[config.mk]
export PLATFORM = sky130hd
export DESIGN_NAME = counter_bcd_min_sec
export DESIGN_NICKNAME = d
export VERILOG_FILES = /design/src/rtl/counter_bcd_min_sec.sv
export SDC_FILE = /design/constraint.sdc
export NUM_CORES = 1
export LEC_CHECK = 0
export CAP_MARGIN = 10
export CORE_ASPECT_RATIO = 0.6
export CORE_MARGIN = 2
export CORE_UTILIZATION = 50
export CTS_BUF_LIST = sky130_fd_sc_hd__clkbuf_8
export DETAILED_ROUTE_END_ITERATION = 10
export PLACE_DENSITY = 0.78
export SLEW_MARGIN = 0
export SYNTH_ARGS = -nofsm -noshare
export SYNTH_HDL_FRONTEND = slang
export SYNTH_SLANG_ARGS = --single-unit
[constraint.sdc]
create_clock -name clk -period 1.9 [get_ports clk]
set_input_delay 0.57 -clock clk [delete_from_list [all_inputs] [get_ports clk]]
set_output_delay 0.57 -clock clk [all_outputs]
set_load 0.05 [all_outputs]
[src/rtl/counter_bcd_min_sec.sv]
// Seconds/minutes stage of the BCD clock: 1 Hz prescaler, MM:SS BCD counter,
// rollover carry to the hour stage, manual set while stopped, 7-segment decode.

module seven_segment (
   input  logic [3:0] i_bcd,
   output logic [6:0] o_seg
);
   // Active-high segments, bit order {g,f,e,d,c,b,a}
   always_comb begin
      case (i_bcd)
         4'd0:    o_seg = 7'h3F;
         4'd1:    o_seg = 7'h06;
         4'd2:    o_seg = 7'h5B;
         4'd3:    o_seg = 7'h4F;
         4'd4:    o_seg = 7'h66;
         4'd5:    o_seg = 7'h6D;
         4'd6:    o_seg = 7'h7D;
         4'd7:    o_seg = 7'h07;
         4'd8:    o_seg = 7'h7F;
         4'd9:    o_seg = 7'h6F;
         default: o_seg = 7'h00;
      endcase
   end
endmodule

module counter_bcd_min_sec #(
   parameter int TICK_DIV = 50_000_000
) (
   input  logic        clk,
   input  logic        reset,
   input  logic        run,
   input  logic        clr,
   input  logic        inc_sec,
   input  logic        inc_min,
   output logic        tick,
   output logic        carry_out,
   output logic [15:0] s,
   output logic [27:0] q
);
   localparam int              PW        = (TICK_DIV > 1) ? $clog2(TICK_DIV) : 1;
   localparam logic [PW-1:0]   PRESC_TOP = PW'(TICK_DIV - 1);

   // One BCD step of a 00..59 field
   function automatic logic [7:0] bcd60_inc(input logic [7:0] v);
      logic [7:0] r;
      if (v[3:0] == 4'd9) begin
         if (v[7:4] == 4'd5) r = 8'h00;
         else                r = {v[7:4] + 4'd1, 4'd0};
      end else begin
         r = {v[7:4], v[3:0] + 4'd1};
      end
      return r;
   endfunction

   logic [PW-1:0] r_presc;
   logic [15:0]   r_s;
   logic          r_inc_sec_d;
   logic          r_inc_min_d;
   logic [PW-1:0] w_presc_next;
   logic [15:0]   w_s_next;
   logic          w_sec_edge;
   logic          w_min_edge;
   logic          w_tick;
   logic          w_carry;

   // Next-state: clr beats counting, counting beats set buttons
   always_comb begin
      w_sec_edge   = inc_sec & ~r_inc_sec_d;
      w_min_edge   = inc_min & ~r_inc_min_d;
      w_tick       = run & (r_presc == PRESC_TOP) & ~clr;
      w_carry      = w_tick & (r_s == 16'h5959);
      w_presc_next = r_presc;
      w_s_next     = r_s;
      if (clr) begin
         w_presc_next = {PW{1'b0}};
         w_s_next     = 16'h0000;
      end else if (run) begin
         if (r_presc == PRESC_TOP) w_presc_next = {PW{1'b0}};
         else                      w_presc_next = r_presc + PW'(1);
         if (w_tick) begin
            w_s_next[7:0] = bcd60_inc(r_s[7:0]);
            if (r_s[7:0] == 8'h59) w_s_next[15:8] = bcd60_inc(r_s[15:8]);
            else                   w_s_next[15:8] = r_s[15:8];
         end else begin
            w_s_next = r_s;
         end
      end else begin
         // Held at zero while stopped so a resume yields a full first second
         w_presc_next = {PW{1'b0}};
         if (w_sec_edge) w_s_next[7:0] = bcd60_inc(r_s[7:0]);
         else            w_s_next[7:0] = r_s[7:0];
         if (w_min_edge) w_s_next[15:8] = bcd60_inc(r_s[15:8]);
         else            w_s_next[15:8] = r_s[15:8];
      end
   end

   // State registers; button samples update every cycle regardless of mode
   always_ff @(posedge clk or negedge reset) begin
      if (!reset) begin
         r_presc     <= {PW{1'b0}};
         r_s         <= 16'h0000;
         r_inc_sec_d <= 1'b0;
         r_inc_min_d <= 1'b0;
      end else begin
         r_presc     <= w_presc_next;
         r_s         <= w_s_next;
         r_inc_sec_d <= inc_sec;
         r_inc_min_d <= inc_min;
      end
   end

   assign tick      = w_tick;
   assign carry_out = w_carry;
   assign s         = r_s;

   seven_segment u_seg0 (.i_bcd(r_s[3:0]),   .o_seg(q[6:0]));
   seven_segment u_seg1 (.i_bcd(r_s[7:4]),   .o_seg(q[13:7]));
   seven_segment u_seg2 (.i_bcd(r_s[11:8]),  .o_seg(q[20:14]));
   seven_segment u_seg3 (.i_bcd(r_s[15:12]), .o_seg(q[27:21]));
endmodule
==> results of run 1 <==
-- through the flow --
| stage | hold WS (ns) | util | std cells |
|---|---|---|---|
| after detailed placement | 0.507 | 0.887 | 579 |
| after global placement | 0.506 | 0.887 | 579 |
| after floorplan | 0.274 | - | 366 |
-- logic make-up after synthesis --
kind of cell,Yosys count
and+or+nand+nor,147
AOI/OAI and AO/OA,78
DFF,44
buffers and inverters,37
adders and majority gates,31
xor gates and xnor gates,28
muxes,1
==> impl_metrics.yaml, run 1 <==
synth:
  synth-edff-count: 0
  synthDominantCellAreaShare: 0.342
  yosys_warnings: 0
  synth_top_cells_by_count: "sky130_fd_sc_hd__dfrtp_1, sky130_fd_sc_hd__nor2_1, sky130_fd_sc_hd__ha_1"
  synth-compound-area-share: 0.153
  synth_area_leaders: "sky130_fd_sc_hd__dfrtp_1, sky130_fd_sc_hd__ha_1, sky130_fd_sc_hd__o21ai_0"
  synth-async-reset-ratio: 1.00
  mappedNetlistNets: 403
  yosys.area_share.adder: 0.120
  synth_largest_area_cell: "sky130_fd_sc_hd__dfrtp_1"
  avgSynthCellArea_sq_um: 8.81
  synthSimpleGateAreaFrac: 0.253
  post_synth_instance_area_sq_um: 3220
  synth_cells: 366
  synthXorXnorAreaFrac: 0.0761
  multiplexer_fraction_of_the_synthesized_cell_area: 0.00311
  ys_types: 52
  synth_seq_cells: 44
  synth_top_family_by_area: "simple AND/OR/NAND/NOR gates"
  yosysMostFrequentCell: "sky130_fd_sc_hd__dfrtp_1"
  seq_area_frac_synth: 0.342
  synth_flop_cell: "sky130_fd_sc_hd__dfrtp_1"
run_status:
  outcome.stop_stage: "clock tree synthesis (4_1_cts)"
  tool.error: "[ERROR DPL-0038] Utilization greater than 100%, impossible to legalize"
  outcome: "aborted with a tool error"
clock_tree:
  clk_path_buf_depth: 2
  cts_resized: 177
  cts_sinks: 44
  cts.hold.buffers_added: 0
  post_cts_buffers: 34
  cts-buffers-inserted: 5
  clk_root_buffer_cell: "sky130_fd_sc_hd__clkbuf_8"
  cts.htree.levels: 2
placement:
  dp_slack_ns: -0.741
  place.gp.congestion: 0.879
  place_hpwl_mm: 8.60
  place_area_sq_um: 5470
  io_buffer_count: 51
die:
  die_y_microns: 66.2
  num_rows: 22
  initial_core_util: 0.523
  die-width_microns: 108
  boundaryPins: 52
==> run 2, diff against run 1 <==
--- a/config.mk
+++ b/config.mk
@@ -6,12 +6,10 @@
 export NUM_CORES = 1
 export LEC_CHECK = 0
 export CAP_MARGIN = 10
-export CORE_ASPECT_RATIO = 0.6
 export CORE_MARGIN = 2
-export CORE_UTILIZATION = 50
-export CTS_BUF_LIST = sky130_fd_sc_hd__clkbuf_8
+export CORE_UTILIZATION = 37
 export DETAILED_ROUTE_END_ITERATION = 10
-export PLACE_DENSITY = 0.78
+export PLACE_DENSITY_LB_ADDON = 0.15
 export SLEW_MARGIN = 0
 export SYNTH_ARGS = -nofsm -noshare
 export SYNTH_HDL_FRONTEND = slang
==> constraint.sdc (replaced) <==
create_clock -name clk -period 2.5 [get_ports clk]
set_input_delay 0.75 -clock clk [delete_from_list [all_inputs] [get_ports clk]]
set_output_delay 0.75 -clock clk [all_outputs]
set_load 0.05 [all_outputs]
==> impl_metrics.yaml, run 2 <==
detailed_routing:
  route.detailed.wl_per_inst_microns: 14.0
  route.detailed.vias_per_inst: 5.21
  drt-total-wl_mm: 7.79
  first_iter_violations: 79
  drt_drc_violations_left: 0
  antenna_violating_nets_post_route: 0
  vias: 2890
  drt_pass1_iterations: 4
clock_tree:
  worst_skew_pair.late_latency_ns: 0.29
  clk_root_buffer_cell: "sky130_fd_sc_hd__clkbuf_8"
  cts_sinks: 44
  cts_tree: "built"
  clk_path_buf_depth: 2
  cts.htree.levels: 2
  cts.hold.buffers_added: 0
  cts-buffers-inserted: 5
  clk_transition_reported_paths_ns: 0.09
pwr:
  p_total_mw: 1.36
  worst_vdd_drop_v: 0.000219
  power.static_leakage_nw: 2.01
  powerDensity_nw_per_um2: 297
placement:
  place_area_sq_um: 4470
  place_hpwl_mm: 5.92
  io_buffer_count: 51
  post_place_cells: 545
  dp_slack_ns: -0.570
  place.gp.congestion: 0.871
global_route:
  grt_use_total: 0.163
  antenna_violations_before_repair: 0
  grt_start_max_net_pins: 26
  first_global_vias: 2786
  grt_overflow_total: 0
  grt_first_pass_wirelength_mm: 13.1
synth:
  avgSynthCellArea_sq_um: 8.81
  synth-edff-count: 0
  synth_seq_cells: 44
  synth-async-reset-ratio: 1.00
  synthDominantCellAreaShare: 0.342
  seq_area_frac_synth: 0.342
  mappedNetlistNets: 403
  synth_area_leaders: "sky130_fd_sc_hd__dfrtp_1, sky130_fd_sc_hd__ha_1, sky130_fd_sc_hd__o21ai_0"
  ys_types: 52
  synth_cells: 366
  synth_top_cells_by_count: "sky130_fd_sc_hd__dfrtp_1, sky130_fd_sc_hd__nor2_1, sky130_fd_sc_hd__ha_1"
  synth_flop_cell: "sky130_fd_sc_hd__dfrtp_1"
  yosysMostFrequentCell: "sky130_fd_sc_hd__dfrtp_1"
  yosys_warnings: 0
  post_synth_instance_area_sq_um: 3220
  synth_largest_area_cell: "sky130_fd_sc_hd__dfrtp_1"
final_layout:
  seq_area_sq_um: 1110
  syn_to_final_growth_pct: 42.3
  fillers: 783
  finish.net_count: 483
  layout.cells.most_common_list: "sky130_fd_sc_hd__buf_4, sky130_fd_sc_hd__nor2_1, sky130_fd_sc_hd__dfrtp_1, sky130_fd_sc_hd__buf_12, sky130_fd_sc_hd__ha_1"
  area_occupied_by_multi_input_gates_sq_um: 2100
  post-route-util: 0.534
  final_cell_count_no_fill: 555
  most_common_cell_after_layout_fill_and_taps_aside: "sky130_fd_sc_hd__buf_4"
  finalInstanceArea_sq_um: 4590
  post_route_cells_drive_above_1_share: 0.304
  num_antenna_cells: 0
  largest_reg_flops: 26
  top_register: "r_presc"
timing:
  final_max_slew_viol_count: 0
  slew_headroom: 0.666
  clock_skew_ns: 0.0110
  finalCritPeriodShare: 1.02
  hold-worst-slack_ns: 0.411
  grt_setup_unrepaired: "yes"
  totalNegativeSetupSlack_ns: -0.0576
  tightest_slew_ns: 0.500
  final_hold_violations: 0
  finalCriticalPeriod_ns: 2.55
  setup_viol: 2
  post-route-worst-setup-slack_ns: -0.0479
  fmaxAchievable_ghz: 0.392
job:
  max_cap_viols: 0
worst_setup_path:
  worstSetupPathType: "reg -> out"
  timing.critical_path.to_type: "primary output"
  critPathRequiredTime_ns: 1.75
  crit_path_max_fanout: 2
  worst_ep_arrival_time_ns: 1.80
  reg2reg_slack_ns: 0.42
  worstSetupStartpointType: "flip-flop"
die:
  num_rows: 34
  boundaryPins: 52
  initial_core_util: 0.375
  floorplan.die_area_sq_um: 9470
  core_area_sq_um: 8590
  die_y_microns: 97.3
  die-width_microns: 97.3
run_status:
  violations: "negative setup slack"
  outcome: "finished with violations"
worst_hold_path:
  path_class_of_the_lowest_slack_min_delay_path: "in -> async"
==> run 2: cell families after synthesis <==
kind of cell	after synthesis	share of synthesized area
flops	44	0.342
fa+ha+maj	31	0.120
buf+inv	37	0.0532
compound gates	78	0.153
mux	1	0.00311
xor+xnor	28	0.0761
simple gates	147	0.253
==> run 2: worst paths after layout <==
check                           startpoint     endpoint  cells past startpoint
worst max-delay path            r_presc[0]    carry_out                      6
min in group clk                r_presc[0]   r_presc[0]                      2
worst min-delay path                 reset  r_presc[25]                      1
max in group asynchronous            reset        s[12]                      2
worst min register to register  r_presc[0]   r_presc[0]                      2
worst max register to register        s[0]        s[12]                      7
==> run 2: cell type report <==
class,instances,share of cell area
flip-flops and latches,44,0.242
multi-input cells,285,0.459
inverters,24,0.0196
repair buffers,86,0.230
clock buffers,8,0.0196
well taps,108,0.0295
==> run 2: timing repair <==
action,CTS,global route
endpoints found under the setup margin,2,10
buffers inserted,2,0
gates resized for setup,9,7
pin swaps,4,1
gates cloned,0,0
hold endpoints to repair,0,0
==> run 2: report_power, final <==
group	total [mW]	internal, mW	switching (mW)
sequential	0.722	0.716	0.00552
clock	0.463	0.226	0.237
combinational	0.179	0.0720	0.107
==> run 2: per-layer routing <==
layer / vias up / global-route usage / share of wire
met5: - / 0 / 0
met4: 0 / 0.0256 / 0.0021
met3: 2 / 0.0273 / 0.029
met2: 54 / 0.286 / 0.51
met1: 1389 / 0.215 / 0.46
li1: 1445 / - / -
==> run 2: critical path, stage by stage, from the launching register on <==
cell                       delay, ns
sky130_fd_sc_hd__dfrtp_1        0.36
sky130_fd_sc_hd__ha_2           0.18
sky130_fd_sc_hd__and4_4         0.22
sky130_fd_sc_hd__nand4b_1       0.13
sky130_fd_sc_hd__or2_4          0.30
sky130_fd_sc_hd__nor3_4         0.16
sky130_fd_sc_hd__buf_12         0.16
Power figures use the tool's default switching activity.
